===== src/rtl/game_pkg.sv =====
// Shared digit format and answer-sequencer state encoding, used by the game FSM,
// the display logic and the answer sequencer.
package game_pkg;

  localparam int         DIGIT_W   = 4;
  localparam logic [3:0] DIGIT_MIN = 4'd1;
  localparam logic [3:0] DIGIT_MAX = 4'd8;

  typedef enum logic [2:0] {
    ST_IDLE   = 3'd0,
    ST_REQ    = 3'd1,
    ST_WAIT   = 3'd2,
    ST_CHECK  = 3'd3,
    ST_COMMIT = 3'd4
  } seq_state_e;

  // Three random bits map onto the digit range DIGIT_MIN..DIGIT_MAX.
  function automatic logic [DIGIT_W-1:0] rand_to_digit(input logic [2:0] i_bits);
    return {1'b0, i_bits} + DIGIT_MIN;
  endfunction

endpackage


===== src/rtl/digit_dup_check.sv =====
// Parallel duplicate detector: compares one candidate digit against the first
// i_count entries of a packed staging vector within a single cycle.
module digit_dup_check
  import game_pkg::*;
#(
  parameter int NUM_DIGITS = 4
) (
  input  logic [DIGIT_W-1:0]            i_digit,
  input  logic [NUM_DIGITS*DIGIT_W-1:0] i_stage,
  input  logic [3:0]                    i_count,
  output logic                          o_is_dup
);

  logic [NUM_DIGITS-1:0] w_hit;

  for (genvar g = 0; g < NUM_DIGITS; g++) begin : g_cmp
    assign w_hit[g] = (4'(g) < i_count) && (i_stage[g*DIGIT_W +: DIGIT_W] == i_digit);
  end

  assign o_is_dup = |w_hit;

endmodule


===== src/rtl/answer_sequencer.sv =====
// Draws NUM_DIGITS distinct digits from the LCG generator, retrying stalled
// draws and rejecting duplicates, then commits them as the new secret answer.
module answer_sequencer
  import game_pkg::*;
#(
  parameter int NUM_DIGITS = 4,
  parameter int TIMEOUT    = 15,
  parameter int MAX_TRIES  = 64
) (
  input  logic                          i_clk,
  input  logic                          i_rst,
  input  logic                          i_start,
  input  logic [31:0]                   i_rng_rand,
  input  logic                          i_rng_we,
  output logic                          o_rng_req,
  output logic                          o_busy,
  output logic                          o_done,
  output logic                          o_error,
  output logic [NUM_DIGITS*DIGIT_W-1:0] o_answer,
  output logic [3:0]                    o_digit_count
);

  localparam int         ANS_W    = NUM_DIGITS * DIGIT_W;
  // Re-request lands exactly TIMEOUT cycles after the previous request.
  localparam logic [7:0] TMO_LAST = 8'(TIMEOUT - 2);
  localparam logic [7:0] TRY_MAX  = 8'(MAX_TRIES);
  localparam logic [3:0] CNT_FULL = 4'(NUM_DIGITS);

  seq_state_e         r_state;
  seq_state_e         w_next;
  logic [7:0]         r_try;
  logic [7:0]         r_tmo;
  logic [DIGIT_W-1:0] r_digit;
  logic [ANS_W-1:0]   r_stage;
  logic [3:0]         r_count;
  logic               r_rng_req;
  logic               r_busy;
  logic               r_done;
  logic               r_error;
  logic [ANS_W-1:0]   r_answer;

  logic               w_is_dup;
  logic               w_accept;
  logic [3:0]         w_count_after;
  logic [ANS_W-1:0]   w_stage_next;
  logic               w_start_acc;
  logic               w_tmo_hit;
  logic               w_try_max;
  logic               w_err_set;
  logic               w_req_d;
  logic               w_busy_d;
  logic               w_done_d;
  logic               w_unused_rand;

  assign w_unused_rand = ^i_rng_rand[31:3];

  digit_dup_check #(
    .NUM_DIGITS (NUM_DIGITS)
  ) u_dup (
    .i_digit  (r_digit),
    .i_stage  (r_stage),
    .i_count  (r_count),
    .o_is_dup (w_is_dup)
  );

  assign w_start_acc   = (r_state == ST_IDLE) && i_start;
  assign w_tmo_hit     = (r_tmo == TMO_LAST);
  assign w_try_max     = (r_try == TRY_MAX);
  assign w_accept      = (r_state == ST_CHECK) && !w_is_dup && (r_count < CNT_FULL);
  assign w_count_after = w_accept ? (r_count + 4'd1) : r_count;

  // Staging vector with the current candidate written at index r_count.
  always_comb begin
    w_stage_next = r_stage;
    if (w_accept) begin
      for (int i = 0; i < NUM_DIGITS; i++) begin
        if (r_count == 4'(i)) begin
          w_stage_next[i*DIGIT_W +: DIGIT_W] = r_digit;
        end else begin
          w_stage_next[i*DIGIT_W +: DIGIT_W] = r_stage[i*DIGIT_W +: DIGIT_W];
        end
      end
    end else begin
      w_stage_next = r_stage;
    end
  end

  // State register.
  always_ff @(posedge i_clk) begin
    if (i_rst) begin
      r_state <= ST_IDLE;
    end else begin
      r_state <= w_next;
    end
  end

  // Next-state logic.
  always_comb begin
    w_next    = r_state;
    w_err_set = 1'b0;
    case (r_state)
      ST_IDLE: begin
        if (i_start) begin
          w_next = ST_REQ;
        end else begin
          w_next = ST_IDLE;
        end
      end
      ST_REQ: begin
        w_next = ST_WAIT;
      end
      ST_WAIT: begin
        if (i_rng_we) begin
          w_next = ST_CHECK;
        end else if (w_tmo_hit) begin
          if (w_try_max) begin
            w_next    = ST_IDLE;
            w_err_set = 1'b1;
          end else begin
            w_next = ST_REQ;
          end
        end else begin
          w_next = ST_WAIT;
        end
      end
      ST_CHECK: begin
        if (w_count_after == CNT_FULL) begin
          w_next = ST_COMMIT;
        end else if (w_try_max) begin
          w_next    = ST_IDLE;
          w_err_set = 1'b1;
        end else begin
          w_next = ST_REQ;
        end
      end
      ST_COMMIT: begin
        w_next = ST_IDLE;
      end
      default: begin
        w_next = ST_IDLE;
      end
    endcase
  end

  // Output decode from the upcoming state; registered below.
  always_comb begin
    w_req_d  = 1'b0;
    w_busy_d = 1'b0;
    w_done_d = 1'b0;
    case (w_next)
      ST_REQ:    begin w_req_d = 1'b1; w_busy_d = 1'b1; end
      ST_WAIT:   begin w_busy_d = 1'b1; end
      ST_CHECK:  begin w_busy_d = 1'b1; end
      ST_COMMIT: begin w_done_d = 1'b1; end
      default:   begin w_busy_d = 1'b0; end
    endcase
  end

  // Counters, staging, digit latch and registered outputs.
  always_ff @(posedge i_clk) begin
    if (i_rst) begin
      r_try     <= 8'd0;
      r_tmo     <= 8'd0;
      r_digit   <= 4'd0;
      r_stage   <= '0;
      r_count   <= 4'd0;
      r_rng_req <= 1'b0;
      r_busy    <= 1'b0;
      r_done    <= 1'b0;
      r_error   <= 1'b0;
      r_answer  <= '0;
    end else begin
      r_rng_req <= w_req_d;
      r_busy    <= w_busy_d;
      r_done    <= w_done_d;

      if (w_start_acc) begin
        r_error <= 1'b0;
      end else if (w_err_set) begin
        r_error <= 1'b1;
      end

      if (w_start_acc) begin
        r_count <= 4'd0;
        r_stage <= '0;
      end else if (r_state == ST_CHECK) begin
        r_count <= w_count_after;
        r_stage <= w_stage_next;
      end

      if (w_start_acc) begin
        r_try <= 8'd0;
      end else if ((r_state == ST_REQ) && (r_try != 8'hFF)) begin
        r_try <= r_try + 8'd1;
      end

      if (r_state == ST_REQ) begin
        r_tmo <= 8'd0;
      end else if ((r_state == ST_WAIT) && (r_tmo != 8'hFF)) begin
        r_tmo <= r_tmo + 8'd1;
      end

      if ((r_state == ST_WAIT) && i_rng_we) begin
        r_digit <= rand_to_digit(i_rng_rand[2:0]);
      end

      if (w_done_d) begin
        r_answer <= w_stage_next;
      end
    end
  end

  assign o_rng_req     = r_rng_req;
  assign o_busy        = r_busy;
  assign o_done        = r_done;
  assign o_error       = r_error;
  assign o_answer      = r_answer;
  assign o_digit_count = r_count;

endmodule


===== config.mk =====
export PLATFORM = sky130hd
export DESIGN_NAME = answer_sequencer
export DESIGN_NICKNAME = d
export VERILOG_FILES = /design/src/rtl/game_pkg.sv /design/src/rtl/digit_dup_check.sv /design/src/rtl/answer_sequencer.sv
export SDC_FILE = /design/constraint.sdc
export NUM_CORES = 1
export LEC_CHECK = 0
export BUFFER_PORTS_ARGS = -buffer_cell sky130_fd_sc_hd__buf_2
export CAP_MARGIN = 20
export CORE_MARGIN = 5
export CORE_UTILIZATION = 40
export DETAILED_ROUTE_END_ITERATION = 12
export GPL_TIMING_DRIVEN = 0
export PLACE_DENSITY = 0.68
export SYNTH_ARGS = -nofsm -noshare
export SYNTH_HDL_FRONTEND = slang
export SYNTH_SLANG_ARGS = --single-unit
export TNS_END_PERCENT = 10

===== constraint.sdc =====
create_clock -name i_clk -period 3.7 [get_ports i_clk]
set_input_delay 0.37 -clock i_clk [delete_from_list [all_inputs] [get_ports i_clk]]
set_output_delay 0.37 -clock i_clk [all_outputs]
set_load 0.005 [all_outputs]

* Yosys cells after proc, flatten, opt, wreduce, memory -nomap -nowiden *
Cells that the tools add are included.

word-level totals
  register bits = 63

operators by class
  reduce and logical (&&, ||, !) cells = 17
  muxes and demuxes = 20
  equal/unequal tests = 19
  magnitude comparators = 5
  add/sub/neg operators = 4

operators by type and width
  operator             count
  $mux 4               5
  $add 8x1->8 const B  2
  $eq 4x4->1           4
  $mux 16              1
  $ne 8x8->1 const B   2
  $eq 3x2->1 const B   4
  $pmux 3 s4           1
  $logic_and 1x1->1    10
  $mux 1               9
  $eq 4x2->1 const B   2
  $eq 8x4->1 const B   1
  $eq 8x7->1 const B   1
  $lt 1x4->1 const A   2
  $lt 2x4->1 const A   2
  $eq 3x1->1 const B   2
  $add 3x1->4 const B  1
  $add 4x1->4 const B  1
  $eq 4x1->1 const B   1
  $eq 4x3->1 const B   1
  $logic_not 4->1      1
  $lt 4x3->1 const B   1
  $mux 2               2
  $reduce_or 2->1      2
  $reduce_or 4->1      1
  6 further kinds      6

* Logic depth before layout (Yosys ltp) *
  depth after elaboration = 13
  mapped depth = 9

* Modules after synthesis *
From an unflattened synthesis, not the netlist that was laid out.

second synthesis, totals
  cells, all modules = 300
  area, all modules = 2845.2 µm²

modules (own cells, without submodules)
  module            area each (µm²)  cells each  times used
  answer_sequencer  2640.0           274         1
  digit_dup_check   205.2            26          1

* Worst setup path before layout *
Ideal clock, no wire load.

  path kind = reg-to-reg
  start point = register r_count[1], in the netlist o_digit_count[1]
  end point = register r_answer[10], in the netlist o_answer[10]
  stages on the path, launching flop included = 9
  setup time = 0.142 ns
  data required time = 3.558 ns
  path buffers = 1
  arrival time = 1.949 ns
  path slack = 1.610 ns
  cells stage by stage = dfxtp_1 -> ha_1 -> o31ai_2 -> o21a_2 -> a41oi_2 -> or3_4 -> nor2_4 -> buf_6 -> a211oi_2

between the ends
  word-level cells in the longest chain between the ends = 12
  elaborated cells on any way between the ends = 23
  classes of those cells = add/sub: 1; order compare: 5; eq/ne: 3; mux: 6; reduce/logical: 8

ends and longest elaborated chain
  item                                      RTL line                 source
  start, declared                           answer_sequencer.sv:35   logic [3:0] r_count;
  start signal, assigned                    answer_sequencer.sv:187  r_count <= w_count_after;
  $lt 1x4->1 or $lt 2x4->1 (tied branches)  digit_dup_check.sv:17    assign w_hit[g] = (4'(g) < i_count) && (i_stage[g*DIGIT_W +: DIGIT_W] == i_digit);
  $logic_and 1x1->1                         digit_dup_check.sv:17
  $reduce_or 4->1                           digit_dup_check.sv:20    assign o_is_dup = |w_hit;
  $logic_not 1->1                           answer_sequencer.sv:69   assign w_accept = (r_state == ST_CHECK) && !w_is_dup && (r_count < CNT_FULL);
  $logic_and 1x1->1 (2 in series)           answer_sequencer.sv:69
  $mux 4                                    answer_sequencer.sv:70   assign w_count_after = w_accept ? (r_count + 4'd1) : r_count;
  $eq 4x3->1                                answer_sequencer.sv:127  if (w_count_after == CNT_FULL) begin
  $mux 3                                    answer_sequencer.sv:127
  $pmux 3 s4                                answer_sequencer.sv:101  case (r_state)
  $eq 3x3->1                                answer_sequencer.sv:150  case (w_next)
  $mux 1                                    answer_sequencer.sv:150
  end signal, assigned                      answer_sequencer.sv:208  r_answer <= w_stage_next;
  end, declared                             answer_sequencer.sv:40   logic [ANS_W-1:0] r_answer;

Several ways; a longest one is shown, not always the timed one.
A chain may end at the register's enable or synchronous reset.

* Worst setup path after layout *
  start point = register r_count[1], in the netlist o_digit_count[1]
  end point = register r_answer[12], in the netlist o_answer[12]

The elaborated chain is that of the path after synthesis.

==> results.md <==
* Filler instances at 708
* Reg2reg path depth at 8
* First-pass GRT wire length at 10590 µm
* H-tree depth at 3
* Worst Path Class, Setup: reg2reg
* Root Driver: clkbuf_8
* Total Wirelength at 6115 µm
* Clock Sinks at 63
* End of the critical path: o_answer[12]
* Port Buffers at 29
* Grt peak-use layer: met2
* DR vias/cell at approximately 5
* Met1 usage at 18.59%
* Die Y at 96.52 µm
* Die ar. at 0.009315 mm²
* CP required at 3.89 ns
* Commonest non-fill, non-tap cell in the layout: dfxtp_1
* Crit-path cells: ha_1, o31ai_2, o21a_2, a41oi_2, or3_4, nor2_4, buf_6, a211oi_2
* Vias at 2261
* Initial antenna violation count at 0
* Worst Path Max Fanout at 10
* Levels on crit path at 8
* Routing usage on met3 at 3.408%
* Slew Limit Fails at 0
* Post-DP HPWL at 4534 µm
* Final ANT Viol Nets at 0
* RSZ-0062 raised after global routing: no
* Setup crit end kind: flop
* Hold WS at 0.2412 ns
* Cts bufs inserted at 9
* Tcrit/Tclk final at 63.94%
* Iter 0 DRT Violations at 89
* Clk_skew at 0.01354 ns
* Final nets at 388
* CP Data Arrival Time at 2.56 ns
* Share of post-route cells with drive strength above 1 at about a quarter
* CTS tree: done
* Psw at 0.3272 mW
* Hold crit path type: in2reg
* Total inserted antenna cells at 0
* # DRC at 0
* Initial Util at around 41%
* Synth warn at 0
* Buffers plus inverters on the worst setup path at 1
* Synthesized cell area at 0.002994 mm²
* Flops & latches, synth at 63
* Leak at 1.321 nW
* GRT overflow at 0
* Post-Syn Nets at 348
* Tot GR Track Use at 14.98%
* Fmax at approximately 420 MHz
* Power share of the sequential group at 49.7%
* Clock Tree Buf Depth at 2
* # resized after CTS at 0
* Vias in the first global route at 2258
* Postcts setup bufs at 0
* Switch share at 23.46%
* Sequential Area at 0.001261 mm²
* Avg Cell Area, Syn at between 9 and 10 µm²
* Critical path's top delay family: compound AO/OA/AOI/OAI gates
* Pwr/cell area at 403.1 mW/mm²
* Synth unique cells at between 40 and 50
* Reg-to-reg critical path endpoint: o_answer[12]
* Latest clock arrival within the worst-skew pair at between 0.3 and 0.4 ns
* CTS Hold Bufs at 0
* Area growth from synthesis to layout at 15.55%
* Reg2reg start: o_digit_count[1]
* Status: complete, no violations
* Final TNS setup at 0 ns
* Peak supply drop at 167.0 µV
* First-pass detailed-route iteration total at 4
* Core area at 0.007253 mm²
* Relative max-transition margin at 57.65%
* Share of total power in combinational logic at between 7 and 8%
* Met2 global-route usage at 24.20%
* Clk pwr share at a little over two fifths
* Footprint of the multi-input gates at 0.001570 mm²
* Final Hold Fails at 0
* Endpoints failing setup at 0
* Most frequent cells in the layout: dfxtp_1, nor2_1, buf_2
* Post-Syn Instances at 304
* Worst path max stage delay at 0.41 ns
* CP startpoint kind: flop
* Max-cap check violation count at 0
* DR WL/cell at 13.68 µm
* Die X at around 97 µm
* Worst path slowest cell: or3_4
* # IOs at 60
* CTS clk-pin slew, worst paths at 0.07 ns
* Cell Int Power at 1.067 mW
* R2R setup slack at 1.33 ns
* Slew @ Worst Pin at 0.6353 ns
* Largest net degree at the start of global routing at 11
* Row count at 31
* Fin crit period at 2.366 ns
* Worst Setup SP: o_digit_count[1]
* Sequential fraction of the synthesis area at between 40% and 50%
* GP Congestion at 0.8047
sequential cells by signal, summed over array words and instances (netlist names), 3 cells and up:
register,cells
o_digit_count,4
o_answer,16
r_digit,4
r_tmo,8
r_stage,16
r_try,8
r_state,3
synthesized netlist by cell type, drive strengths merged:
master / instances / share of area, %
dfxtp: 63 / 42
nor2: 49 / 6.6
mux2i: 20 / 7.1
a211oi: 19 / 6.3
a21oi: 16 / 2.7
xnor2: 14 / 4.1
nand2: 13 / 1.6
xor2: 12 / 3.5
inv: 11 / 1.4
buf: 10 / 3.2
nor4: 10 / 2.6
ha: 8 / 3.3
clkbuf: 7 / 0.88
nand3: 7 / 1.3
nor3: 7 / 2.0
nand4: 6 / 1.8
a31o: 5 / 1.5
or3: 4 / 1.2
a31oi: 3 / 0.63
and2: 2 / 0.42
and3: 2 / 0.42
and4: 2 / 0.59
nand2b: 2 / 0.42
o21a: 2 / 0.54
o31ai: 2 / 0.67
a21o: 1 / 0.25
a41oi: 1 / 0.54
mux2: 1 / 0.50
nor2b: 1 / 0.21
nor4b: 1 / 0.79
o21ai: 1 / 0.17
o32ai: 1 / 0.29
or4b: 1 / 0.33
kinds of logic (layout without fill, tap and decap cells):
kind of cell    Yosys count  count (layout)  synth area share (%)
xor+xnor                 26              26                 7.606
simple gates            107             107                 20.39
buf+inv                  28              72                 5.432
flops                    63              63                 42.12
compound gates           51              51                 13.50
fa+ha+maj                 8               8                 3.343
mux                      21              21                 7.605
worst min path at each step:
| stage | cells after the start | startpoint | slack, ns | to |
|---|---|---|---|---|
| 3_5_place_dp | 1 | o_answer[0] | 0.47 | o_answer[0] |
| 6_report | 2 | i_rng_rand[0] | 0.24 | r_digit[0] |
| 5_1_grt | 2 | i_rng_rand[0] | 0.25 | r_digit[0] |
| 2_1_floorplan | 1 | i_rng_rand[0] | 0.47 | r_digit[0] |
| 3_3_place_gp | 1 | o_answer[1] | 0.46 | o_answer[1] |
| 4_1_cts | 2 | i_rng_rand[0] | 0.24 | r_digit[0] |
final cells by class:
type / instances / area share, %
multi-input combinational: 213 / 45.39
sequential: 63 / 36.46
clock buffer: 11 / 4.376
timing repair buffer: 29 / 4.195
tap: 99 / 3.580
buffer: 17 / 3.508
clock inverter: 4 / 1.302
inverter: 11 / 1.193
routing by layer:
layer	part of all wire [%]	vias up
met4	2.5	0
met2	47	28
met5	0	-
li1	-	1151
met1	46	1069
met3	3.8	13
per-stage QoR:
step,std cells,util (%),worst slack [ns],cell area [µm²],power [mW]
3_5_place_dp,432,44.99,1.362,3263,0.8150
6_report,447,47.70,1.334,3460,1.395
5_1_grt,447,47.70,1.161,3460,1.451
3_3_place_gp,432,44.99,1.397,3263,0.8125
2_1_floorplan,304,-,1.610,2994,0.7873
4_1_cts,447,47.70,1.336,3460,1.407
power groups by stage:
stage               clock network, mW  registers [mW]  logic (mW)
floorplan                           0           0.708      0.0793
global placement                    0           0.708       0.104
detailed placement                  0           0.709       0.106
CTS                             0.607           0.693       0.107
global route                    0.640           0.694       0.118
finish                          0.597           0.693       0.104
Note: power is estimated with default switching activity, not from simulation.
